--- config.mk ---
export PLATFORM = sky130hd
export DESIGN_NAME = adder_share_arb
export DESIGN_NICKNAME = d
export VERILOG_FILES = /design/src/rtl/adder_share_arb.sv
export SDC_FILE = /design/constraint.sdc
export NUM_CORES = 1
export LEC_CHECK = 0
export CAP_MARGIN = 10
export CORE_ASPECT_RATIO = 0.7
export CORE_MARGIN = 2
export CORE_UTILIZATION = 42
export DETAILED_ROUTE_END_ITERATION = 10
export GPL_TIMING_DRIVEN = 0
export PLACE_DENSITY = 0.95
export SLEW_MARGIN = 10
export SYNTH_ARGS = -nofsm -noshare
export SYNTH_HDL_FRONTEND = slang
export SYNTH_SLANG_ARGS = --single-unit
--- constraint.sdc ---
create_clock -name clk -period 2.2 [get_ports clk]
set_input_delay 0.44 -clock clk [delete_from_list [all_inputs] [get_ports clk]]
set_output_delay 0.44 -clock clk [all_outputs]
set_load 0.005 [all_outputs]
--- src/rtl/adder_share_arb.sv ---
// adder_share_arb: round-robin arbiter time-sharing one WIDTH-bit adder among NUM_REQ requesters.
// Define ADDER_SHARE_ARB_SAT_EN to capture an all-ones sum whenever the adder carries out.
module adder_share_arb #(
  parameter int NUM_REQ = 4,
  parameter int WIDTH   = 4,
  parameter int IDW     = 2
) (
  input  logic                     clk,
  input  logic                     rst,
  input  logic [NUM_REQ-1:0]       req,
  input  logic [NUM_REQ*WIDTH-1:0] a_in,
  input  logic [NUM_REQ*WIDTH-1:0] b_in,
  output logic [NUM_REQ-1:0]       gnt,
  output logic [WIDTH-1:0]         add_a,
  output logic [WIDTH-1:0]         add_b,
  input  logic [WIDTH-1:0]         add_sum,
  input  logic                     add_carry,
  output logic                     rsp_valid,
  output logic [IDW-1:0]           rsp_id,
  output logic [WIDTH-1:0]         rsp_sum,
  output logic                     rsp_carry,
  output logic                     busy
);
  typedef enum logic [1:0] {IDLE, OP, DONE} state_t;
  state_t state, state_n;
  logic [IDW-1:0] ptr, cur_id, win, k;
  logic any;
  logic [WIDTH-1:0] op_a, op_b, cap_sum;
`ifdef ADDER_SHARE_ARB_SAT_EN
  assign cap_sum = add_carry ? '1 : add_sum;
`else
  assign cap_sum = add_sum;
`endif
  // Scan from the farthest offset down so the requester nearest ptr is written last and wins.
  always_comb begin
    any = 1'b0;
    win = '0;
    k = '0;
    for (int i = NUM_REQ - 1; i >= 0; i--) begin
      k = IDW'((int'(ptr) + i) % NUM_REQ);
      if (req[k]) begin
        any = 1'b1;
        win = k;
      end
    end
  end
  always_comb begin
    state_n = state == OP ? DONE : (any ? OP : IDLE);
    gnt = state == OP ? NUM_REQ'(1) << cur_id : '0;
    add_a = state == OP ? op_a : '0;
    add_b = state == OP ? op_b : '0;
    rsp_valid = state == DONE;
    busy = state != IDLE;
  end
  always_ff @(posedge clk or posedge rst) begin
    if (rst) begin
      state <= IDLE;
      ptr <= '0;
      cur_id <= '0;
      op_a <= '0;
      op_b <= '0;
      rsp_id <= '0;
      rsp_sum <= '0;
      rsp_carry <= 1'b0;
    end else begin
      state <= state_n;
      if (state == OP) begin
        rsp_sum <= cap_sum;
        rsp_carry <= add_carry;
        rsp_id <= cur_id;
        ptr <= cur_id == IDW'(NUM_REQ - 1) ? '0 : cur_id + IDW'(1);
      end else if (any) begin
        cur_id <= win;
        op_a <= a_in[int'(win)*WIDTH +: WIDTH];
        op_b <= b_in[int'(win)*WIDTH +: WIDTH];
      end
    end
  end
endmodule

==> out/metrics.csv, run 1 <==
stage,metric,value,unit
placed_design,gp_congestion,0.814,
sta,fin_crit_sh,97.4,%
synth,syn_area,1210,sq um
cts,postCtsSetupRepairBufs,0,
sta,fin_skew,0.00861,ns
sta,setup_viol_count_final,0,
sta,fin_crit,2.14,ns
cells_and_area,seqCellArea,526,sq um
floorplan,fp-row-count,16,
global_routing,grt_pass1_wl,5530,um
cells_and_area,fin_nets,240,
power_and_ir_drop,leakage,0.000912,uW
sta,max_freq,0.467,GHz
synth,synth_nets,172,
power_and_ir_drop,total_power,1520,uW
critical_path,r2r_cells,7,
floorplan,initial_core_util,43.7,%
synth,synth_seq_cells,21,
critical_path,end_kind,output port,
synth,ys_types,23,
floorplan,core-area,2760,sq um
global_routing,grt_use_total,22.3,%
cts,path_clk_slew,0.08,ns
critical_path,critical_path_arrival,1.70,ns
drt,viasPerCell,5.17,
sta,finalHoldViolCount,0,
cells_and_area,drive_above_1_share,9.38,%
synth,yosys.area.top_type,dfrtp_1,
power_and_ir_drop,ir_drop,0.533,mV
cells_and_area,area_growth_syn_to_layout,61.8,%
synth,yosysWarnings,0,
floorplan,die_w,68.1,um
drt,drtIter0Drc,30,
cts,clockBufferDepth,2,
cells_and_area,final_area,1960,sq um
cells_and_area,fillers,191,
cts,cts.sinks,21,
cts,h-tree-depth,1,
drt,routedWlPerCell,14.9,um
floorplan,die_area,3330,sq um
synth,synth_top_area_share,43.5,%
sta,tightest_slew,0.772,ns
drt,vias,1179,
cells_and_area,multi_input_area,604,sq um
floorplan,ioPinCount,64,
critical_path,worstPathMaxFanout,10,
drt,wirelength,3390,um
synth,ys_seq_area_share,43.5,%
flow_run,maxCapViolations,0,
cts,cts_tree,yes,
hold_path,whs_path_depth,2,
cts,cts_root_buf,clkbuf_8,
cts,clk_latency,0.27,ns
synth,avgSynthCellArea,9.67,sq um
drt,drc,0,
critical_path,path_class,reg -> out,
outcome,outcome,"complete, no violations",
sta,max-slew-margin-rel,48.5,%
drt,firstDrtPassIters,4,
floorplan,die_h,48.9,um
hold_path,min-delay-path-class,reg -> reg,
synth,post_synth_inst_count,125,
synth,synth.area.top_cells,"dfrtp_1 43%, mux2i_1 13%, nand2_1 9.0%",
cells_and_area,diodes,0,
global_routing,grt_overflow_total,0,
placed_design,dpl.hpwl,2720,um
cts,cts-buffers-inserted,3,
placed_design,port_buffers,63,
power_and_ir_drop,powerDensity,777,nW/um^2
sta,slew_violations,0,
global_routing,grt_max_degree,22,
critical_path,critical_path_required,1.76,ns
drt,ant_nets,0,
global_routing,grt_pass1_vias,1259,
critical_path,startpoint_type,register,
placed_design,dpl_cell_area,1880,sq um
global_routing,antenna_found_initial,0,
## cell usage after synthesis
cell      number
ha_1           4
inv_1          5
mux2i_1       16
or2_1          1
o21ai_1        6
a221oi_2       2
and2_1        12
o22ai_1        1
nor4_1         1
inv_2          4
buf_6          2
clkbuf_1       4
dfrtp_1       21
or2_0          1
a21oi_1        2
nand2_1       29
o31ai_1        1
nand2b_1       1
a2bb2o_2       1
or2_2          1
o221ai_1       8
nor2b_1        1
buf_8          1
## area by class of cell
type | instances | area share [%]
Clock buffer | 3 | 2.11
Timing Repair Buffer | 63 | 32.4
Tap cell | 36 | 2.30
Inverter | 9 | 1.73
Buffer | 7 | 3.45
Sequential cell | 21 | 26.9
Multi-Input combinational cell | 88 | 30.9
Clock inverter | 1 | 0.256
## worst paths after layout
path,startpoint,endpoint,slack [ns]
min reg2reg,rsp_sum[0],rsp_sum[0],0.49
max in group asynchronous,rst,cur_id[0],1.11
min,rsp_sum[0],rsp_sum[0],0.49
min in group asynchronous,rst,rsp_sum[1],0.61
max,state[1],add_b[3],0.06
max reg2reg,ptr[1],op_b[3],0.55
## critical path: stages, from the launching register on
cell and delay, ns:
dfrtp_1 0.39, nand2b_4 0.16, inv_2 0.10, buf_6 0.14, and2_1 0.13, clkdlybuf4s50_1 0.51
## report_power, final
part	switching, uW	internal [uW]	total [uW]
Sequential	87.7	517	605
Clock	129	127	256
Combinational	305	353	658
Total	522	996	1520
## placed cells by master, fill, tap and decap left out, drive strengths merged
cell type	n
nand2	29
and2	12
nand2b	1
clkdlybuf4s50	62
inv	9
o21ai	6
dlymetal6s2s	1
dfrtp	21
or2	3
o22ai	1
o31ai	1
nor2b	1
clkbuf	5
o221ai	8
mux2i	16
ha	4
a21oi	2
a2bb2o	1
nor4	1
a221oi	2
buf	5
clkinv	1
## stage by stage
stage	std cells	utilization, %	hold slack (ns)	setup WS, ns	TNS [ns]
final	228	70.8	0.489	0.0578	0
after global routing	228	70.8	0.519	-0.00573	-0.0100
after CTS	228	70.4	0.491	0.0301	0
after detailed placement	224	68.2	0.475	-0.0559	-0.152
after global placement	224	68.2	0.458	0.0876	0
after floorplan	125	-	0.417	0.708	0
## kinds of logic after synthesis
kind of cell	count (synthesis)	synth area share, %
mux	16	13.3
fa+ha+maj	4	4.14
buf+inv	16	7.14
compound gates	21	13.7
simple gates	47	18.3
flops	21	43.5
## repair_timing
item,in CTS,in global routing
resized for setup,5,5
setup endpoints to repair,12,12
hold endpoints to repair,0,0
hold buffers,0,0
## metal layers
metal  track usage [%]  wire length, um
met3              4.39              182
met5                 0                0
met2              39.0             1830
met4              9.00               62
met1              26.3             1320
## registers in the layout, indices dropped and copies added, names as in the netlist
register and flops:
cur_id 2, rsp_carry 1, op_a 4, op_b 4, rsp_id 2, state 2, ptr 2, rsp_sum 4
Power figures use the tool's default switching activity.
==> inputs of run 2 (changes only) <==
ABC_AREA = 0   (was default)
==> results of run 2 <==
Final layout, timing and power as in run 1 (identical DEF).
==> inputs of run 3 (changes only) <==
CORE_MARGIN = default   (was 2)
GPL_TIMING_DRIVEN = default   (was 0)
==> run 3 against run 2 <==
Effect of this change:
- combinational power decreased by 4.1%
- critical path depth decreased by 1
- worst hold slack got worse by 0.0096 ns
- highest routed layer unchanged
- die area decreased by 6.9%
- worst setup slack improved by 0.035 ns
- core utilization increased by 3.7 points
- sequential cell count unchanged
- first-iteration DRC count increased to 2.9 times the previous value
- sequential power about the same
- routed wire length increased by 0.53%
- largest cell class unchanged
==> out/metrics.csv, run 3 (synthesized netlist as in run 1, its figures left out) <==
stage,metric,value,unit
outcome,outcome,"complete, no violations",
critical_path,startpoint_type,register,
placed_design,place_ws,0.00653,ns
sta,fin_crit,2.11,ns
cts,cts_hold_buf,0,
cells_and_area,multi_input_area,603,sq um
cells_and_area,final_cell_mix,"63 x clkdlybuf4s50_1, 29 x nand2_1, 21 x dfrtp_1",
drt,wirelength,3410,um
drt,viasPerCell,5.13,
floorplan,die_area,3100,sq um
cells_and_area,top_regs,"op_a x4, op_b x4, rsp_sum x4",
sta,setup_viol_count_final,0,
floorplan,ioPinCount,64,
sta,fin_crit_sh,95.8,%
cells_and_area,fin_nets,237,
hold_path,min-delay-path-class,reg -> reg,
cts,cts.sinks,21,
floorplan,die_w,66.1,um
cts,postCtsSetupRepairBufs,0,
sta,tightest_slew,0.776,ns
sta,max-slew-margin-rel,48.2,%
cells_and_area,final_common_cell,clkdlybuf4s50_1,
cells_and_area,area_growth_syn_to_layout,59.6,%
drt,ant_nets,0,
cts,path_clk_slew,0.08,ns
hold_path,whs_path_depth,2,
sta,fin_skew,0.00441,ns
global_routing,grt_pass1_wl,5150,um
sta,finalHoldViolCount,0,
cts,h-tree-depth,1,
cells_and_area,drive_above_1_share,8.99,%
critical_path,r2r_cells,5,
global_routing,grt_use_met2,44.1,%
sta,slew_violations,0,
floorplan,core-area,2590,sq um
global_routing,grt_use_total,23.2,%
cts,clockBufferDepth,2,
cells_and_area,diodes,0,
placed_design,dpl.hpwl,2610,um
drt,firstDrtPassIters,4,
floorplan,fp-row-count,15,
critical_path,critical_path_arrival,1.67,ns
sta,max_freq,0.475,GHz
power_and_ir_drop,ir_drop,0.431,mV
drt,drtIter0Drc,87,
sta,setup_tns,0,ns
placed_design,gp_congestion,0.762,
cells_and_area,fillers,159,
critical_path,critical_path_required,1.76,ns
sta,setup_ws,0.0932,ns
cells_and_area,seqCellArea,526,sq um
global_routing,met3_usage,5.34,%
global_routing,grt_pass1_vias,1153,
critical_path,reg2reg_slack,0.45,ns
drt,drc,0,
cts,cts_root_buf,clkbuf_8,
cts,cts_tree,yes,
critical_path,worstPathMaxFanout,17,
global_routing,grt_max_degree,22,
global_routing,grt_overflow_total,0,
power_and_ir_drop,powerDensity,769,nW/um^2
cts,cts-buffers-inserted,3,
floorplan,initial_core_util,46.7,%
floorplan,die_h,46.9,um
drt,vias,1144,
sta,grt_setup_unrepaired,false,
placed_design,port_buffers,63,
global_routing,grt-busiest-layer,met2,
global_routing,use_met1,27.1,%
global_routing,antenna_found_initial,0,
drt,routedWlPerCell,15.3,um
critical_path,path_class,reg -> out,
cts,clk_latency,0.26,ns
flow_run,maxCapViolations,0,
power_and_ir_drop,leakage,0.000877,uW
critical_path,end_kind,output port,
-- run 3: repair_timing --
| item | in CTS | in global routing |
|---|---|---|
| resized for setup | 0 | 2 |
| hold endpoints to repair | 0 | 0 |
| endpoints found under the setup margin | 0 | 12 |
-- run 3: area by class of cell --
class                           count  share of cell area (%)
Clock buffer                        3                    2.14
Clock inverter                      1                   0.259
Inverter                            9                    2.01
Multi-Input combinational cell     88                    31.3
Sequential cell                    21                    27.2
Tap cell                           34                    2.20
Timing Repair Buffer               67                    34.9
-- run 3: routing by layer --
layer,share of wire [%],routed length (um)
met4,0.97,33
met5,0,0
met1,40,1370
met2,54,1850
met3,4.5,153
-- run 3: through the flow --
step | utilization [%] | power, uW | area, sq um | std cells | hold slack, ns
after floorplan | - | 1010 | 1210 | 125 | 0.417
after global placement | 72.5 | 1180 | 1880 | 219 | 0.459
after detailed placement | 72.5 | 1230 | 1880 | 219 | 0.465
after CTS | 74.3 | 1480 | 1920 | 223 | 0.482
after global routing | 74.5 | 1570 | 1930 | 223 | 0.514
final | 74.5 | 1480 | 1930 | 223 | 0.480
-- run 3: worst paths after layout --
check	from	to
hold / removal	rsp_sum[1]	rsp_sum[1]
setup / recovery	state[1]	add_a[1]
hold reg to reg	rsp_sum[1]	rsp_sum[1]
setup reg to reg	state[1]	op_a[0]
max in group asynchronous	rst	rsp_sum[0]
min in group asynchronous	rst	op_a[3]
-- run 3: critical path, stage by stage, from the launching register on --
cell and delay, ns:
dfrtp_1 0.38, nand2b_1 0.21, clkinv_4 0.14, and2_1 0.16
clkdlybuf4s50_1 0.53
-- run 3: where the power goes --
part	internal [uW]	leakage [uW]	switching (uW)
sequential	517	0.000251	85.5
combinational	336	0.000600	295
clock	126	0.0000255	124
total	979	0.000877	504
